**src/rtl/set_bit_grant_scheduler.sv**
```systemverilog
// Batch grant scheduler. It snapshots a request bitmap and then hands out one grant per set bit,
// starting below the last granted index and wrapping, over a valid/ready handshake.
module set_bit_grant_scheduler #(
  parameter int NUM_PORTS = 8
) (
  input  logic                 clk,
  input  logic                 rst,
  input  logic                 start,
  input  logic [NUM_PORTS-1:0] req_vec,
  input  logic                 abort,
  input  logic                 grant_ready,
  output logic                 grant_valid,
  output logic [$clog2(NUM_PORTS)-1:0] grant_idx,
  output logic [NUM_PORTS-1:0] grant_onehot,
  output logic                 busy,
  output logic                 done,
  output logic [$clog2(NUM_PORTS):0] grant_count
);

  localparam int IDX_W = $clog2(NUM_PORTS);

  typedef enum logic [1:0] {
    IDLE,
    GRANT,
    DONE
  } state_e;

  state_e               state_q;
  logic [NUM_PORTS-1:0] pending_q;
  logic [IDX_W-1:0]     ptr_q;
  logic [IDX_W:0]       count_q;

  logic [IDX_W-1:0]     lo_idx;
  logic [IDX_W-1:0]     any_idx;
  logic                 lo_found;
  logic [IDX_W-1:0]     sel_idx;
  logic [NUM_PORTS-1:0] sel_onehot;
  logic [NUM_PORTS-1:0] pending_after;
  logic [IDX_W-1:0]     ptr_d;

  // Ascending scan so the last hit is the highest set bit, both at-or-below ptr and overall.
  always_comb begin
    lo_idx   = '0;
    any_idx  = '0;
    lo_found = 1'b0;
    for (int i = 0; i < NUM_PORTS; i++) begin
      if (pending_q[i]) begin
        any_idx = IDX_W'(i);
        if (IDX_W'(i) <= ptr_q) begin
          lo_idx   = IDX_W'(i);
          lo_found = 1'b1;
        end
      end
    end
  end

  // Explicit wrap keeps the pointer decrement correct for non-power-of-2 port counts.
  always_comb begin
    sel_idx       = lo_found ? lo_idx : any_idx;
    sel_onehot    = NUM_PORTS'(1) << sel_idx;
    pending_after = pending_q & ~sel_onehot;
    ptr_d         = (sel_idx == '0) ? IDX_W'(NUM_PORTS - 1) : sel_idx - IDX_W'(1);
  end

  always_ff @(posedge clk or negedge rst) begin
    if (!rst) begin
      state_q   <= IDLE;
      pending_q <= '0;
      ptr_q     <= IDX_W'(NUM_PORTS - 1);
      count_q   <= '0;
    end else begin
      case (state_q)
        IDLE: begin
          if (start) begin
            pending_q <= req_vec;
            count_q   <= '0;
            state_q   <= (req_vec != '0) ? GRANT : DONE;
          end
        end
        GRANT: begin
          if (abort) begin
            state_q   <= IDLE;
            pending_q <= '0;
          end else if (grant_ready) begin
            pending_q <= pending_after;
            count_q   <= count_q + (IDX_W+1)'(1);
            ptr_q     <= ptr_d;
            if (pending_after == '0) begin
              state_q <= DONE;
            end
          end
        end
        DONE: begin
          state_q   <= IDLE;
          pending_q <= '0;
        end
        default: begin
          state_q   <= IDLE;
          pending_q <= '0;
        end
      endcase
    end
  end

  assign grant_valid  = (state_q == GRANT);
  assign grant_idx    = grant_valid ? sel_idx : '0;
  assign grant_onehot = grant_valid ? sel_onehot : '0;
  assign busy         = (state_q != IDLE);
  assign done         = (state_q == DONE);
  assign grant_count  = count_q;

endmodule

```
**config.mk**
```make
export PLATFORM = sky130hd
export DESIGN_NAME = set_bit_grant_scheduler
export DESIGN_NICKNAME = d
export VERILOG_FILES = /design/src/rtl/set_bit_grant_scheduler.sv
export SDC_FILE = /design/constraint.sdc
export NUM_CORES = 1
export LEC_CHECK = 0
export CAP_MARGIN = 20
export CELL_PAD_IN_SITES_DETAIL_PLACEMENT = 0
export CELL_PAD_IN_SITES_GLOBAL_PLACEMENT = 1
export CORE_ASPECT_RATIO = 2
export CORE_MARGIN = 1
export CORE_UTILIZATION = 31
export DETAILED_ROUTE_END_ITERATION = 10
export MAX_ROUTING_LAYER = met4
export PLACE_DENSITY_LB_ADDON = 0.1
export SLEW_MARGIN = 20
export SYNTH_ARGS = -nofsm -noshare
export SYNTH_HDL_FRONTEND = slang
export SYNTH_SLANG_ARGS = --single-unit
```
**constraint.sdc**
```tcl
create_clock -name clk -period 3.2 [get_ports clk]
set_input_delay 0.64 -clock clk [delete_from_list [all_inputs] [get_ports clk]]
set_output_delay 0.64 -clock clk [all_outputs]
set_load 0.01 [all_outputs]
```
==> key figures, run 1 <==
Timing
  • Minimum clock period: 3.166 ns
  • Clock Skews: 0.002351 ns
  • Tcrit/Tclk final: 0.9894
  • Max-slew violations: 0
  • Slew headroom: 0.4620
  • Slew @ Worst Pin: 0.8044 ns
  • Final setup vio count: 0
  • Unrepaired setup endpoints after global routing: yes
  • Setup TNS Final: 0 ns
  • Hold Violations, Final: 0
  • Max Clock Freq: 0.3159 GHz

Finish
  • Post-synthesis to final-layout area growth: 40.24%
  • Antenna fix cells: 0
  • Final core utilization: 0.4530
  • Fillers: 440
  • Final nets: 230
  • Layout cells sized above 1: 0.2333

Floorplan
  • Die Area: 4584 um^2
  • Starting Density: 0.3230
  • Die width: 48.38 um
  • Core area: 4129 um^2
  • Placement row count: 33
  • Num ports: 31
  • Die Y-Extent: 94.76 um

Placement
  • Hpwl dp: 3431 um
  • Buffers added on ports: 30
  • GP Congestion: 0.8753

Synth
  • Register area share after synthesis: 0.3218
  • Syn avg cell area: 7.987 um^2
  • Netlist Area Pre-Place: 1334 um^2
  • #FFs+latches synth: 17
  • Number of synthesized flops with an enable pin: 0
  • Post-synth top flop: dfrtp_1
  • Syn nets: 186
  • Post-synth ARST share: 1.000
  • Synth Instances: 167
  • Syn. warnings: 0
  • Unique cell type count in the Yosys netlist: 45

Setup path
  • Critical path fanouts, max: 12
  • WP data arrival: 2.53 ns
  • CP Data Required Time: 2.56 ns
  • Critical Setup Path Class: flip-flop to primary output
  • CP endpoint kind: primary output
  • Startpoint Class: flip-flop

Min path
  • Tightest Hold Check Type: flip-flop to flip-flop

Clocking
  • CTS Root Cell: clkbuf_8
  • Max Buffers Root-to-Sink: 2
  • CTS Hold Buffers Added: 0
  • CTS clk-pin slew, worst paths: 0.07 ns
  • CTS tree: yes
  • H-tree Lvls: 1
  • Worst-Skew Late Latency: 0.26 ns
  • Num Clock Sinks: 17
  • CTS Buf Count: 3

Routing
  • Vias per std cell: 5.389
  • DRT antenna net count: 0
  • DR vias: 1412
  • Iteration-0 DRC Markers: 32
  • DR WL/cell: 16.96 um
  • Pre-Repair DR Iteration Count: 4
  • Total Wirelength: 4443 um
  • Post-route DRC: 0

Global routing
  • Vias in the first global route: 1492
  • Grt total ovfl: 0
  • Initial antenna violation count: 0
  • Largest net degree at the start of global routing: 18
  • Gr usage total: 0.2141
  • First-pass GRT wire length: 7072 um

Status
  • Status: finished, final reports clean

Job
  • Max_cap viols: 0

Pwr
  • Cell Pwr Density: 1384 nW/um^2
  • LEAKAGE: 0.8863 nW
  • Maximum vdd drop: 0.0007481 V
sequential cells by signal, summed over array words and instances (netlist names):
| register | count |
|---|---|
| ptr_q | 3 |
| pending_q | 8 |
| grant_count | 4 |
| state_q | 2 |
layer usage:
| layer | share of wire | track usage | wire [um] |
|---|---|---|---|
| met4 | 0.038 | 0.1152 | 171 |
| met1 | 0.33 | 0.1703 | 1475 |
| met5 | 0 | - | 0 |
| met3 | 0.021 | 0.01610 | 94 |
| met2 | 0.61 | 0.4577 | 2702 |
cell families after synthesis:
logic type / share of synthesized area
AND/OR/NAND/NOR: 0.2383
AO/OA/AOI/OAI: 0.2664
buffers and inverters: 0.07974
flip-flops: 0.3218
adder cells (fa/ha/maj): 0.06379
XOR/XNOR: 0.01314
multiplexers: 0.01688
layout make-up:
class / instances / area, um^2 / share of cell area
Clock inverter: 1 / 5.005 / 0.002676
Clock buffer: 3 / 41.29 / 0.02207
Timing Repair Buffer: 50 / 454.2 / 0.2428
Multi-Input combinational cell: 129 / 833.3 / 0.4455
Sequential cell: 17 / 434.2 / 0.2321
Tap cell: 52 / 65.06 / 0.03478
Inverter: 10 / 37.54 / 0.02007
report_power, final:
part           leakage (nW)  switching (mW)  total, mW  internal, mW
clock network        0.0255          0.0847      0.171        0.0867
registers             0.210           0.142      0.459         0.317
logic                 0.651            1.04       1.96         0.919
total                 0.886            1.27       2.59          1.32
cells in the mapped netlist (2+ instances only):
| master | instances | area, um^2 |
|---|---|---|
| a21oi_2 | 2 | 17.52 |
| ha_1 | 6 | 75.07 |
| a21o_1 | 3 | 22.52 |
| and3_2 | 2 | 15.01 |
| nor2_1 | 15 | 56.30 |
| nor2b_1 | 2 | 12.51 |
| a21oi_1 | 13 | 65.06 |
| nand2b_1 | 3 | 18.77 |
| o21ai_1 | 2 | 10.01 |
| o22ai_1 | 4 | 25.02 |
| nand2_1 | 26 | 97.59 |
| dfstp_2 | 3 | 78.83 |
| nor3_1 | 5 | 25.02 |
| mux2_2 | 2 | 22.52 |
| and2_1 | 5 | 31.28 |
| dfrtp_1 | 14 | 350.3 |
| buf_2 | 4 | 20.02 |
| o31ai_1 | 3 | 22.52 |
| inv_1 | 10 | 37.54 |
| clkbuf_1 | 3 | 11.26 |
| xor2_1 | 2 | 17.52 |
| o21ai_0 | 10 | 50.05 |
| a32oi_1 | 2 | 17.52 |
| buf_6 | 3 | 33.78 |
| a31oi_1 | 2 | 12.51 |
| nor4_1 | 2 | 12.51 |
worst paths after layout:
kind                                           start                         end  slack, ns  cells after the start
worst min-delay path            ptr_q[0]$_DFFE_PN1P_        ptr_q[0]$_DFFE_PN1P_       0.54                      2
worst min register to register  ptr_q[0]$_DFFE_PN1P_        ptr_q[0]$_DFFE_PN1P_       0.54                      2
worst max-delay path            ptr_q[1]$_DFFE_PN1P_             grant_onehot[4]       0.03                      7
min in group asynchronous                        rst  grant_count[1]$_DFFE_PN0P_       0.84                      1
max in group asynchronous                        rst    pending_q[3]$_DFFE_PN0P_       1.80                      1
worst max register to register  ptr_q[1]$_DFFE_PN1P_      state_q[0]$_DFFE_PN0P_       0.39                     14
critical path, cell delays in order, from the launching register on:
cell and delay [ns]:
dfstp_2 0.41, buf_4 0.14, o211ai_1 0.36, o211ai_2 0.22, a21oi_4 0.34, nor2_1 0.14, and2_1 0.18, clkdlybuf4s50_1 0.47
layout by cell type (no fill, tap or decap), types with 2 or more instances in the layout:
cell type | Yosys | routed
o21ai_1 | 2 | 3
a21oi_1 | 13 | 13
nand2b_1 | 3 | 3
a21o_1 | 3 | 3
nor2b_1 | 2 | 2
inv_1 | 10 | 10
o22ai_1 | 4 | 4
buf_4 | 0 | 20
mux2_2 | 2 | 2
dfrtp_1 | 14 | 10
nor3_2 | 1 | 3
clkdlybuf4s50_1 | 0 | 23
xor2_1 | 2 | 2
nor4_1 | 2 | 2
dlymetal6s2s_1 | 0 | 4
o31ai_1 | 3 | 3
ha_1 | 6 | 5
clkbuf_8 | 0 | 3
o21ai_0 | 10 | 9
nand2_1 | 26 | 26
nor2_1 | 15 | 15
dfstp_2 | 3 | 3
and3_2 | 2 | 2
nor3_1 | 5 | 3
a32oi_1 | 2 | 2
dfrtp_2 | 0 | 4
and2_1 | 5 | 5
stage by stage:
stage                     std cells  power [mW]  hold slack (ns)  area (um^2)  setup WS [ns]
after floorplan                 167       1.510           0.3444         1334         0.6662
after detailed placement        245       2.171           0.5374         1683        0.01614
after global placement          245       2.162           0.5262         1683        0.01181
after global routing            262       2.793           0.5705         1871        -0.1084
after CTS                       261       2.536           0.5489         1836       0.002260
final                           262       2.589           0.5430         1871        0.03394
what timing repair did:
action,4_1_cts,5_1_grt
endpoints found under the setup margin,8,7
pin swaps,0,2
buffers inserted,12,1
gates resized for setup,10,11
Power figures use the tool's default switching activity.
==> run 2, diff against run 1 <==
Settings changed: REMOVE_ABC_BUFFERS set to 1.
==> key figures, run 2 (synthesized netlist as in run 1, its figures left out) <==
Finish
  • Cell area after layout: 1853 um^2 (was 1871 um^2)
  • Most frequent cells in the layout: 26 x nand2_1, 22 x clkdlybuf4s50_1, 19 x buf_4 (was 26 x nand2_1, 23 x clkdlybuf4s50_1, 20 x buf_4)
  • Final nets: 229 (was 230)
  • Layout cells sized above 1: 0.2297 (was 0.2333)
  • Max reg flops: 8 (unchanged)
  • Commonest non-fill, non-tap cell in the layout: nand2_1 (unchanged)
  • Antenna fix cells: 0 (unchanged)
  • Post-synthesis to final-layout area growth: 38.93% (was 40.24%)
  • Largest Register: pending_q (unchanged)

Floorplan
  • Core area: 4129 um^2 (unchanged)
  • Placement row count: 33 (unchanged)
  • Die Y-Extent: 94.76 um (unchanged)
  • Die Area: 4584 um^2 (unchanged)
  • Num ports: 31 (unchanged)
  • Die width: 48.38 um (unchanged)
  • Starting Density: 0.3230 (unchanged)

Setup path
  • WP data arrival: 2.44 ns (was 2.53 ns)
  • Startpoint Class: flip-flop (unchanged)
  • CP max stage cell: dfstp_2 (was clkdlybuf4s50_1)
  • CP endpoint kind: primary output (unchanged)
  • Reg2reg end: state_q[0]$_DFFE_PN0P_ (unchanged)
  • Cell depth of the worst flop-to-flop path: 14 (unchanged)
  • CP Data Required Time: 2.56 ns (about the same)
  • Reg-to-reg setup timing slack: 0.33 ns (was 0.39 ns)
  • Max incr delay on CP: 0.59 ns (was 0.47 ns)
  • Critical path, cell by cell: maj3_1 > o22ai_1 > a222oi_1 > a21o_1 > buf_4 > inv_1 > ha_1 > and3_2 > dlygate4sd2_1 (was buf_4 > o211ai_1 > o211ai_2 > a21oi_4 > nor2_1 > and2_1 > clkdlybuf4s50_1)
  • Critical Setup Path Class: flip-flop to primary output (unchanged)
  • Critical path fanouts, max: 6 (was 12)
  • WP buf/inv: 3 (was 2)
  • Crit-path leading delay family: flip-flops (was compound AO/OA/AOI/OAI gates)
  • Reg-to-Reg Start: pending_q[1]$_DFFE_PN0P_ (was ptr_q[1]$_DFFE_PN1P_)

Routing
  • DR WL/cell: 16.21 um (was 16.96 um)
  • Total Wirelength: 4231 um (was 4443 um)
  • DR vias: 1395 (was 1412)
  • Pre-Repair DR Iteration Count: 4 (unchanged)
  • Post-route DRC: 0 (unchanged)
  • Iteration-0 DRC Markers: 45 (was 32)
  • Vias per std cell: 5.345 (was 5.389)
  • DRT antenna net count: 0 (unchanged)

Min path
  • Hold Path End: ptr_q[0]$_DFFE_PN1P_ (unchanged)
  • WHS Path Cells: 2 (unchanged)
  • Tightest Hold Check Type: flip-flop to flip-flop (unchanged)
  • Worst hold start: ptr_q[0]$_DFFE_PN1P_ (unchanged)

Global routing
  • Largest net degree at the start of global routing: 18 (unchanged)
  • Gr usage total: 0.2030 (was 0.2141)
  • Grt total ovfl: 0 (unchanged)
  • Initial antenna violation count: 0 (unchanged)
  • First-pass GRT wire length: 6886 um (was 7072 um)
  • Vias in the first global route: 1465 (was 1492)

Placement
  • Buffers added on ports: 30 (unchanged)
  • Cell Area, Placed: 1690 um^2 (was 1683 um^2)
  • GP Congestion: 0.8859 (was 0.8753)
  • Hpwl dp: 3423 um (was 3431 um)

Clocking
  • CTS tree: yes (unchanged)
  • CTS Hold Buffers Added: 0 (unchanged)
  • Worst-Skew Late Latency: 0.25 ns (was 0.26 ns)
  • H-tree Lvls: 1 (unchanged)
  • CTS Buf Count: 3 (unchanged)
  • Num Clock Sinks: 17 (unchanged)
  • CTS clk-pin slew, worst paths: 0.06 ns (was 0.07 ns)
  • Max Buffers Root-to-Sink: 2 (unchanged)
  • CTS Root Cell: clkbuf_8 (unchanged)

Timing
  • Final setup vio count: 0 (unchanged)
  • Minimum clock period: 3.084 ns (was 3.166 ns)
  • Tcrit/Tclk final: 0.9638 (was 0.9894)
  • Hold Violations, Final: 0 (unchanged)
  • Max-slew violations: 0 (unchanged)
  • Clock Skews: 0.001720 ns (was 0.002351 ns)
  • Slew headroom: 0.4906 (was 0.4620)
  • Max Clock Freq: 0.3242 GHz (was 0.3159 GHz)
  • Slew @ Worst Pin: 0.7617 ns (was 0.8044 ns)

Pwr
  • LEAKAGE: 0.8530 nW (was 0.8863 nW)
  • Maximum vdd drop: 0.0007454 V (was 0.0007481 V)
  • Cell Pwr Density: 1374 nW/um^2 (was 1384 nW/um^2)
  • Total power: 2.547 mW (was 2.589 mW)

Job
  • Max_cap viols: 0 (unchanged)

Status
  • Status: finished, final reports clean (unchanged)
[run 2: layout make-up]
| class | count | area [um^2] |
|---|---|---|
| Fill cell | 454 | 2276 |
| Sequential cell | 17 | 434.2 |
| Timing Repair Buffer | 49 | 437.9 |
| Tap cell | 52 | 65.06 |
| Clock buffer | 4 | 45.04 |
| Inverter | 10 | 37.54 |
| Multi-Input combinational cell | 129 | 833.3 |
[run 2: timing repair]
action | in CTS | in global routing
gates resized for setup | 13 | 10
setup buffers | 7 | 4
endpoints found under the setup margin | 7 | 7
pin swaps | 0 | 2
[run 2: stage by stage]
stage	worst slack, ns	setup TNS, ns	util	cells	hold slack, ns
after floorplan	0.6918	0	-	156	0.3444
after global placement	0.007103	0	0.4094	246	0.5247
after detailed placement	0.04953	0	0.4094	246	0.5416
after CTS	0.01240	0	0.4345	257	0.5504
after global routing	-0.009834	-0.02749	0.4488	261	0.5766
final	0.1159	0	0.4488	261	0.5532
[run 2: metal layers]
metal  track usage  part of all wire  vias to the layer above
met5             -                 0                        -
met4        0.1127             0.045                        0
met3       0.01288             0.021                       16
met2        0.4002              0.59                       35
met1        0.1901              0.35                      663
li1              -                 -                      681
[run 2: worst max path at each step]
stage,startpoint,slack [ns],endpoint,cells past startpoint
final,ptr_q[1]$_DFFE_PN1P_,0.12,grant_onehot[2],9
after global routing,ptr_q[0]$_DFFE_PN1P_,-0.01,grant_onehot[1],9
after CTS,ptr_q[2]$_DFFE_PN1P_,0.01,grant_onehot[3],10
after detailed placement,pending_q[1]$_DFFE_PN0P_,0.05,grant_onehot[1],10
after global placement,pending_q[1]$_DFFE_PN0P_,0.007,grant_onehot[1],10
after floorplan,ptr_q[1]$_DFFE_PN1P_,0.69,grant_onehot[1],8
[run 2: worst reg2reg max path: stages, from the launching register on]
cell and delay [ns]:
dfrtp_2 0.44, maj3_1 0.36, o22ai_1 0.15, a222oi_1 0.09, a21o_1 0.20, buf_4 0.15, inv_1 0.12, ha_2 0.20
buf_4 0.13, nand2b_1 0.05, o22ai_1 0.15, a21oi_2 0.06, a211oi_2 0.21, o221ai_2 0.13, a221o_1 0.31
[run 2: power by group]
part           switching (mW)  leakage, nW  total, mW  internal, mW
Sequential              0.142        0.210      0.460         0.317
Clock                  0.0717       0.0228      0.160        0.0883
Combinational            1.01        0.620       1.93         0.919
Total                    1.22        0.853       2.55          1.32
